$ cat src/rtl/cp2_slave_if.sv
`default_nettype none
// +--------------------------------------------------------------------------+
// | Module      : cp2_slave_if                                               |
// | Description : Coprocessor-2 slot interface between the cpu (master) and  |
// |               the coprocessor responder (slave). Instruction, start      |
// |               strobes and transfer-to data flow master->slave; busy,     |
// |               from-data and exception status flow slave->master.         |
// | Ports       : cp_irenable_0/cp_ir_0    instruction load                  |
// |               cp2_as_0                 arithmetic start                  |
// |               cp2_ts_0/tds_0/tdata_0   transfer-to request/strobe/data   |
// |               cp2_fs_0                 transfer-from request             |
// |               cp2_abusy/tbusy/fbusy_0  busy flags                        |
// |               cp2_fds_0/cp2_fdata_0    from-data strobe/data             |
// |               cp2_excs/exc/exccode_0   completion status                 |
// | Revision    : 1.0  initial release                                       |
// +--------------------------------------------------------------------------+
interface cp2_slave_if #(
   parameter int DATA_W = 32,
   parameter int EXC_W  = 2
);
   logic              cp_irenable_0;
   logic [31:0]       cp_ir_0;
   logic              cp2_as_0;
   logic              cp2_ts_0;
   logic              cp2_tds_0;
   logic [DATA_W-1:0] cp2_tdata_0;
   logic              cp2_fs_0;
   logic              cp2_abusy_0;
   logic              cp2_tbusy_0;
   logic              cp2_fbusy_0;
   logic              cp2_fds_0;
   logic [DATA_W-1:0] cp2_fdata_0;
   logic              cp2_excs_0;
   logic              cp2_exc_0;
   logic [EXC_W-1:0]  cp2_exccode_0;

   modport master (
      output cp_irenable_0, cp_ir_0, cp2_as_0, cp2_ts_0, cp2_tds_0,
             cp2_tdata_0, cp2_fs_0,
      input  cp2_abusy_0, cp2_tbusy_0, cp2_fbusy_0, cp2_fds_0, cp2_fdata_0,
             cp2_excs_0, cp2_exc_0, cp2_exccode_0
   );

   modport slave (
      input  cp_irenable_0, cp_ir_0, cp2_as_0, cp2_ts_0, cp2_tds_0,
             cp2_tdata_0, cp2_fs_0,
      output cp2_abusy_0, cp2_tbusy_0, cp2_fbusy_0, cp2_fds_0, cp2_fdata_0,
             cp2_excs_0, cp2_exc_0, cp2_exccode_0
   );
endinterface
`default_nettype wire

$ cat src/rtl/cp2_slave.sv
`default_nettype none
// +--------------------------------------------------------------------------+
// | Module      : cp2_slave                                                  |
// | Description : Coprocessor-2 responder. 8 x DATA_W register file,         |
// |               single-cycle MOV/ADD/SUB, iterative 32-step shift-add MUL. |
// |               Build option: define CP2_MUL_EN to include the multiplier  |
// |               (func 3); without it func 3 reports an illegal function.   |
// | Ports       : clk  system clock                                          |
// |               rst  synchronous active-high reset                         |
// |               cp   cp2_slave_if.slave (instruction, start, transfer-to,  |
// |                    transfer-from, busy and completion status signals)    |
// | Revision    : 1.0  initial release                                       |
// +--------------------------------------------------------------------------+
module cp2_slave #(
   parameter int DATA_W = 32,
   parameter int EXC_W  = 2
) (
   input  wire logic   clk,
   input  wire logic   rst,
   cp2_slave_if.slave  cp
);

   localparam logic [1:0] c_st_idle = 2'd0;
   localparam logic [1:0] c_st_exec = 2'd1;
`ifdef CP2_MUL_EN
   localparam logic [1:0] c_st_mult = 2'd2;
   localparam int         c_cnt_w   = $clog2(DATA_W);
   localparam logic [c_cnt_w-1:0] c_cnt_last = c_cnt_w'(DATA_W - 1);
   localparam logic [5:0] c_func_mul = 6'd3;
`endif
   localparam logic [5:0] c_func_mov = 6'd0;
   localparam logic [5:0] c_func_add = 6'd1;
   localparam logic [5:0] c_func_sub = 6'd2;
   localparam logic [EXC_W-1:0] c_code_none    = EXC_W'(0);
   localparam logic [EXC_W-1:0] c_code_illegal = EXC_W'(1);
   localparam logic [EXC_W-1:0] c_code_ovf     = EXC_W'(2);

   // ------------------------------------------------------------------
   // Storage
   // ------------------------------------------------------------------
   logic [1:0]        r_state;
   logic [1:0]        w_state_next;
   logic [DATA_W-1:0] r_regs [8];
   logic [31:0]       r_ir;
   logic [5:0]        r_func;
   logic [2:0]        r_rd;
   logic [DATA_W-1:0] r_a;
   logic [DATA_W-1:0] r_b;
   logic [DATA_W-1:0] r_fdata;
   logic              r_fds;
   logic              r_excs;
   logic              r_exc;
   logic [EXC_W-1:0]  r_exccode;
`ifdef CP2_MUL_EN
   logic [c_cnt_w-1:0] r_cnt;
   logic [DATA_W-1:0]  r_acc;
   logic [DATA_W-1:0]  w_acc_next;
`endif

   // ------------------------------------------------------------------
   // Decode of the currently loaded instruction
   // ------------------------------------------------------------------
   logic [5:0]        w_ir_func;
   logic [2:0]        w_ir_rd;
   logic [2:0]        w_ir_rs;
   logic [2:0]        w_ir_rt;
   logic              w_unused_ir;
   logic              w_abusy;
   logic              w_ts_wr;
   logic              w_start;
   logic [DATA_W-1:0] w_op_a;
   logic [DATA_W-1:0] w_op_b;

   assign w_ir_func   = r_ir[5:0];
   assign w_ir_rd     = r_ir[10:8];
   assign w_ir_rs     = r_ir[13:11];
   assign w_ir_rt     = r_ir[16:14];
   assign w_unused_ir = ^{r_ir[31:17], r_ir[7:6]};

   assign w_ts_wr = cp.cp2_ts_0 & cp.cp2_tds_0 & ~w_abusy;
   assign w_start = cp.cp2_as_0 & ~w_abusy;

   // A transfer-to landing on the same edge as the start is forwarded
   // into the captured operands so the op sees the freshly written value.
   assign w_op_a = (w_ts_wr && (w_ir_rs == w_ir_rd)) ? cp.cp2_tdata_0 : r_regs[w_ir_rs];
   assign w_op_b = (w_ts_wr && (w_ir_rt == w_ir_rd)) ? cp.cp2_tdata_0 : r_regs[w_ir_rt];

`ifdef CP2_MUL_EN
   // r_a shifts left and r_b shifts right each step, so bit 0 of r_b
   // always selects the correctly weighted partial product.
   assign w_acc_next = r_acc + (r_b[0] ? r_a : '0);
`endif

   // ------------------------------------------------------------------
   // FSM: state register
   // ------------------------------------------------------------------
   always_ff @(posedge clk) begin
      if (rst) begin
         r_state <= c_st_idle;
      end else begin
         r_state <= w_state_next;
      end
   end

   // ------------------------------------------------------------------
   // FSM: next-state logic
   // ------------------------------------------------------------------
   always_comb begin
      w_state_next = r_state;
      case (r_state)
         c_st_idle: begin
            if (cp.cp2_as_0) begin
               w_state_next = c_st_exec;
`ifdef CP2_MUL_EN
               if (w_ir_func == c_func_mul) begin
                  w_state_next = c_st_mult;
               end
`endif
            end
         end
         c_st_exec: w_state_next = c_st_idle;
`ifdef CP2_MUL_EN
         c_st_mult: begin
            if (r_cnt == c_cnt_last) begin
               w_state_next = c_st_idle;
            end
         end
`endif
         default: w_state_next = c_st_idle;
      endcase
   end

   // ------------------------------------------------------------------
   // FSM: outputs (busy and completion decode)
   // ------------------------------------------------------------------
   logic              w_done;
   logic              w_illegal;
   logic              w_ovf;
   logic [DATA_W-1:0] w_result;
   logic [DATA_W-1:0] w_sum;
   logic [DATA_W-1:0] w_diff;

   assign w_sum  = r_a + r_b;
   assign w_diff = r_a - r_b;

   always_comb begin
      w_abusy   = (r_state != c_st_idle);
      w_done    = 1'b0;
      w_illegal = 1'b0;
      w_ovf     = 1'b0;
      w_result  = '0;
      case (r_state)
         c_st_exec: begin
            w_done = 1'b1;
            case (r_func)
               c_func_mov: w_result = r_a;
               c_func_add: begin
                  w_result = w_sum;
                  w_ovf    = (r_a[DATA_W-1] == r_b[DATA_W-1]) &&
                             (w_sum[DATA_W-1] != r_a[DATA_W-1]);
               end
               c_func_sub: begin
                  w_result = w_diff;
                  w_ovf    = (r_a[DATA_W-1] != r_b[DATA_W-1]) &&
                             (w_diff[DATA_W-1] != r_a[DATA_W-1]);
               end
               // func 3 only reaches EXEC when the multiplier is absent.
               default: w_illegal = 1'b1;
            endcase
         end
`ifdef CP2_MUL_EN
         c_st_mult: begin
            w_done   = (r_cnt == c_cnt_last);
            w_result = w_acc_next;
         end
`endif
         default: ;
      endcase
   end

   // ------------------------------------------------------------------
   // Datapath
   // ------------------------------------------------------------------
   always_ff @(posedge clk) begin
      if (rst) begin
         for (int i = 0; i < 8; i++) begin
            r_regs[i] <= '0;
         end
         r_ir      <= '0;
         r_func    <= '0;
         r_rd      <= '0;
         r_a       <= '0;
         r_b       <= '0;
         r_fdata   <= '0;
         r_fds     <= 1'b0;
         r_excs    <= 1'b0;
         r_exc     <= 1'b0;
         r_exccode <= c_code_none;
`ifdef CP2_MUL_EN
         r_cnt     <= '0;
         r_acc     <= '0;
`endif
      end else begin
         r_fds  <= 1'b0;
         r_excs <= 1'b0;

         if (cp.cp_irenable_0) begin
            r_ir <= cp.cp_ir_0;
         end

         if (w_ts_wr) begin
            r_regs[w_ir_rd] <= cp.cp2_tdata_0;
         end

         // Reads the pre-edge register value, so a same-edge transfer-to
         // to the same register returns the old contents.
         if (cp.cp2_fs_0 && !w_abusy) begin
            r_fdata <= r_regs[w_ir_rs];
            r_fds   <= 1'b1;
         end

         if (w_start) begin
            r_func <= w_ir_func;
            r_rd   <= w_ir_rd;
            r_a    <= w_op_a;
            r_b    <= w_op_b;
`ifdef CP2_MUL_EN
            r_cnt  <= '0;
            r_acc  <= '0;
`endif
         end

`ifdef CP2_MUL_EN
         if (r_state == c_st_mult) begin
            r_acc <= w_acc_next;
            r_a   <= r_a << 1;
            r_b   <= r_b >> 1;
            r_cnt <= r_cnt + 1'b1;
         end
`endif

         // Completion only happens while busy, so it never collides with
         // a transfer-to write (those require the slot to be idle).
         if (w_done) begin
            if (!w_illegal && !w_ovf) begin
               r_regs[r_rd] <= w_result;
            end
            r_excs    <= 1'b1;
            r_exc     <= w_illegal | w_ovf;
            r_exccode <= w_illegal ? c_code_illegal :
                         (w_ovf ? c_code_ovf : c_code_none);
         end
      end
   end

   assign cp.cp2_abusy_0   = w_abusy;
   assign cp.cp2_tbusy_0   = w_abusy;
   assign cp.cp2_fbusy_0   = w_abusy;
   assign cp.cp2_fds_0     = r_fds;
   assign cp.cp2_fdata_0   = r_fdata;
   assign cp.cp2_excs_0    = r_excs;
   assign cp.cp2_exc_0     = r_exc;
   assign cp.cp2_exccode_0 = r_exccode;

endmodule
`default_nettype wire

$ cat src/flat_wrapper.sv
// flat-port wrapper written by rule: the top's interface ports become plain ports
module cp2_slave_flat 
#(
   parameter int DATA_W = 32,
   parameter int EXC_W  = 2
)
  (clk, rst, cp_cp_irenable_0, cp_cp_ir_0, cp_cp2_as_0, cp_cp2_ts_0, cp_cp2_tds_0, cp_cp2_tdata_0, cp_cp2_fs_0, cp_cp2_abusy_0, cp_cp2_tbusy_0, cp_cp2_fbusy_0, cp_cp2_fds_0, cp_cp2_fdata_0, cp_cp2_excs_0, cp_cp2_exc_0, cp_cp2_exccode_0);
  cp2_slave_if #(.DATA_W(DATA_W), .EXC_W(EXC_W)) cp_i ();
  input  wire logic clk;
  input  wire logic rst;
  input wire logic [$bits(cp_i.cp_irenable_0)-1:0] cp_cp_irenable_0;
  input wire logic [$bits(cp_i.cp_ir_0)-1:0] cp_cp_ir_0;
  input wire logic [$bits(cp_i.cp2_as_0)-1:0] cp_cp2_as_0;
  input wire logic [$bits(cp_i.cp2_ts_0)-1:0] cp_cp2_ts_0;
  input wire logic [$bits(cp_i.cp2_tds_0)-1:0] cp_cp2_tds_0;
  input wire logic [$bits(cp_i.cp2_tdata_0)-1:0] cp_cp2_tdata_0;
  input wire logic [$bits(cp_i.cp2_fs_0)-1:0] cp_cp2_fs_0;
  output wire logic [$bits(cp_i.cp2_abusy_0)-1:0] cp_cp2_abusy_0;
  output wire logic [$bits(cp_i.cp2_tbusy_0)-1:0] cp_cp2_tbusy_0;
  output wire logic [$bits(cp_i.cp2_fbusy_0)-1:0] cp_cp2_fbusy_0;
  output wire logic [$bits(cp_i.cp2_fds_0)-1:0] cp_cp2_fds_0;
  output wire logic [$bits(cp_i.cp2_fdata_0)-1:0] cp_cp2_fdata_0;
  output wire logic [$bits(cp_i.cp2_excs_0)-1:0] cp_cp2_excs_0;
  output wire logic [$bits(cp_i.cp2_exc_0)-1:0] cp_cp2_exc_0;
  output wire logic [$bits(cp_i.cp2_exccode_0)-1:0] cp_cp2_exccode_0;
  assign cp_i.cp_irenable_0 = cp_cp_irenable_0;
  assign cp_i.cp_ir_0 = cp_cp_ir_0;
  assign cp_i.cp2_as_0 = cp_cp2_as_0;
  assign cp_i.cp2_ts_0 = cp_cp2_ts_0;
  assign cp_i.cp2_tds_0 = cp_cp2_tds_0;
  assign cp_i.cp2_tdata_0 = cp_cp2_tdata_0;
  assign cp_i.cp2_fs_0 = cp_cp2_fs_0;
  assign cp_cp2_abusy_0 = cp_i.cp2_abusy_0;
  assign cp_cp2_tbusy_0 = cp_i.cp2_tbusy_0;
  assign cp_cp2_fbusy_0 = cp_i.cp2_fbusy_0;
  assign cp_cp2_fds_0 = cp_i.cp2_fds_0;
  assign cp_cp2_fdata_0 = cp_i.cp2_fdata_0;
  assign cp_cp2_excs_0 = cp_i.cp2_excs_0;
  assign cp_cp2_exc_0 = cp_i.cp2_exc_0;
  assign cp_cp2_exccode_0 = cp_i.cp2_exccode_0;
  cp2_slave #(.DATA_W(DATA_W), .EXC_W(EXC_W)) u_core (.clk(clk), .rst(rst), .cp(cp_i));
endmodule
$ cat config.mk
export PLATFORM = sky130hd
export DESIGN_NAME = cp2_slave_flat
export DESIGN_NICKNAME = d
export VERILOG_FILES = /design/src/rtl/cp2_slave_if.sv /design/src/rtl/cp2_slave.sv /design/src/flat_wrapper.sv
export SDC_FILE = /design/constraint.sdc
export NUM_CORES = 1
export LEC_CHECK = 0
export BUFFER_PORTS_ARGS = -buffer_cell sky130_fd_sc_hd__clkbuf_2
export CAP_MARGIN = 0
export CORE_MARGIN = 2
export CORE_UTILIZATION = 50
export DETAILED_ROUTE_END_ITERATION = 8
export PLACE_DENSITY = 0.74
export REMOVE_ABC_BUFFERS = 1
export SLEW_MARGIN = 40
export SYNTH_ARGS = -nofsm -noshare
export SYNTH_HDL_FRONTEND = slang
export SYNTH_SLANG_ARGS = --single-unit
$ cat constraint.sdc
create_clock -name clk -period 13.3 [get_ports clk]
set_input_delay 2.66 -clock clk [delete_from_list [all_inputs] [get_ports clk]]
set_output_delay 2.66 -clock clk [all_outputs]
set_load 0.1 [all_outputs]
==> flow_summary.ini <==
[route]
first_pass_iters = 8
drt_iter0_drc = 2034
ant_nets = 0
avgRoutedWirePerCell_um = 24.02
vias = 17870
viasPerCell = 6.439
routed_wl_um = 66690
route.detailed.drc = 0

[die]
io_pins = 111
coreArea_um2 = 44410
die_h_um = 216.6
die-area_um2 = 46920
rows = 77
dieWidth_um = 216.6
start_util = 0.5089

[synth]
ys_types = 92
syn_inst = 2150
synth_seq_cells = 385
syn_avg_cell_area_um2 = 10.51
synthArstFlopShare = 0
synth.cell_area_um2 = 22600
ys_seq_area_frac = 0.4544
synth_ff_type = edfxtp_1
yosysWarnings = 0
synth_edf_count = 256

[sta]
max_slew.worst_pin.slew_ns = 0.8361
rsz0062_at_grt = false
fmax_mhz = 178.2
fin_crit_sh = 0.4219
slew-limit-headroom = 0.4267
hold_slack_ns = 0.4532
tns_ns = 0
final_max_slew_viol_count = 0
skew_ns = 0.01125
hold_viol_final = 0
period_needed_ns = 5.611
setup_ws_ns = 7.689
setup_viol = 0

[clock_network]
clock-sinks = 385
post_cts_resize_count = 0
clkTransAtPathRegs_ns = 0.06
cts_buffers = 43
hold_buffers = 0
cts_buffer_depth = 3
root_buffer = clkbuf_16
insertion_delay_ns = 0.57
cts_tree = done
htreeDepth = 2
postCtsSetupBuffers = 0

[final_layout]
layout_commonest_cell = nor2_1
areaGrowthSynthToFinish_pct = 9.910
design_area_um2 = 24840
diodes = 0
fin_nets = 2286
fin_util = 0.5593
layout_common_cells = nor2_1, edfxtp_1, nand2_1
layout-drive-gt1-share = 0.1827

[flow_run]
maxCapViolCount = 0

[pwr]
switching_share = 0.3019
ir_drop_v = 0.00009507
p_leak_uw = 0.009234
powerDensity_nw_per_um2 = 134.7
pwr-share-clk = 0.366
pwr-share-seq = 0.416
pwr-share-comb = 0.217
p_int_uw = 2335
power_switching_uw = 1010

[placement]
dp_hpwl_um = 41640
gp_congestion = 0.9471
place_area_um2 = 23370
port-buffer-count = 93
dp_slack_ns = 6.964

[worst_hold_path]
hold_path_end = u_core.r_func[2]
holdCritStartpoint = u_core.r_ir[2]
hold_path.class = flop to flop
whs_path_depth = 2

[worst_setup_path]
crit_path_end_kind = flop
r2r-start = u_core.r_func[1]
cp-start-kind = primary input
critPathKind = primary input to flop
crit_fanout = 46
worst_r2r_path_depth = 12
r2r_slack_ns = 7.80
cp.required_ns = 13.54
arrival_ns = 5.85
worstReg2RegEnd = u_core.r_regs[3][28]
cp-startpoint = rst

[grt]
use_met3 = 0.04618
grt-ovfl-total = 0
grtUsageTotal = 0.2849
grt_util_met1 = 0.3977
use_met2 = 0.4568
grt-busiest-layer = met2
antenna_found_initial = 0
grt_pass1_vias = 17730
grt_pass1_wl_um = 102600
grt_max_degree = 66

[run_status]
status = completed
[worst max-delay path by stage]
stage | endpoint | slack [ns] | depth (start not counted)
after CTS | u_core.r_regs[7][28] | 7.55 | 9
after floorplan | u_core.r_b[2] | 6.56 | 5
after detailed placement | u_core.r_regs[7][28] | 6.96 | 9
final | u_core.r_regs[3][28] | 7.69 | 10
after global placement | u_core.r_regs[7][27] | 6.66 | 9
after global routing | u_core.r_regs[0][27] | 7.50 | 11
[synthesized netlist by cell type (all sizes together), types with 12 or more instances]
| library cell | instances | area share |
|---|---|---|
| a211oi | 45 | 0.015 |
| a21oi | 124 | 0.028 |
| a31oi | 20 | 0.0061 |
| buf | 78 | 0.019 |
| clkbuf | 94 | 0.016 |
| dfxtp | 129 | 0.11 |
| edfxtp | 256 | 0.34 |
| ha | 62 | 0.034 |
| inv | 72 | 0.012 |
| mux2i | 70 | 0.032 |
| mux4 | 128 | 0.13 |
| nand2 | 195 | 0.033 |
| nand2b | 22 | 0.0061 |
| nand3 | 43 | 0.0095 |
| nor2 | 389 | 0.065 |
| nor2b | 26 | 0.0072 |
| nor3 | 25 | 0.0063 |
| o211ai | 49 | 0.017 |
| o21ai | 45 | 0.010 |
| o311ai | 33 | 0.013 |
| o31ai | 13 | 0.0054 |
| or3 | 34 | 0.0094 |
| xnor2 | 34 | 0.013 |
| xor2 | 12 | 0.0047 |
[final cells by class]
| class | instances | area [µm²] |
|---|---|---|
| Tap cell | 592 | 740.7 |
| Inverter | 73 | 275.3 |
| Timing Repair Buffer | 128 | 742.0 |
| Clock inverter | 11 | 133.9 |
| Sequential cell | 385 | 10280 |
| Multi-Input combinational cell | 1520 | 11350 |
| Clock buffer | 67 | 1314 |
| Fill cell | 3799 | 19570 |
[sequential cells by signal, indices dropped and copies added, names as in the netlist, named ones only]
| name | count |
|---|---|
| u_core.r_func | 6 |
| u_core.r_b | 32 |
| u_core.cp.cp2_exc_0 | 1 |
| u_core.r_state | 1 |
| u_core.r_ir | 15 |
| u_core.r_rd | 3 |
| u_core.r_regs | 256 |
| u_core.cp.cp2_excs_0 | 1 |
| u_core.cp.cp2_exccode_0 | 2 |
| u_core.r_a | 32 |
| u_core.cp.cp2_fds_0 | 1 |
| u_core.cp.cp2_fdata_0 | 32 |
[power by group through the flow]
stage / Sequential [µW] / Combinational, µW / Clock (µW)
detailed placement: 1420 / 712 / 0
global placement: 1410 / 701 / 0
finish: 1390 / 728 / 1230
floorplan: 1480 / 447 / 0
CTS: 1390 / 717 / 1230
global route: 1400 / 782 / 1280
[per-layer routing]
metal | routed length, µm | vias to the layer above
met5 | 0 | -
met4 | 1778 | 0
met3 | 6628 | 136
met2 | 30670 | 1039
met1 | 27610 | 8771
li1 | - | 7928
[worst max-delay path: stages]
cell	delay, ns
buf_4	0.28
nor2b_1	0.23
and2_1	0.22
and3_2	0.19
buf_4	0.51
a22o_2	0.33
nand2_1	0.07
buf_4	0.30
nand2b_2	0.53
buf_4	0.43
[logic make-up after synthesis]
family | after synthesis | synth area share
adder cells (fa/ha/maj) | 64 | 0.03610
AND/OR/NAND/NOR | 787 | 0.1529
XOR/XNOR | 46 | 0.01783
flip-flops | 385 | 0.4544
AO/OA/AOI/OAI | 417 | 0.1287
multiplexers | 206 | 0.1633
buffers and inverters | 245 | 0.04689
[metrics by stage]
step | total power, µW | instances
2_1_floorplan | 1931 | 1978
3_3_place_gp | 2111 | 2698
3_5_place_dp | 2129 | 2698
4_1_cts | 3343 | 2776
5_1_grt | 3460 | 2776
6_report | 3345 | 2776
(Power assumes the default switching activity.)
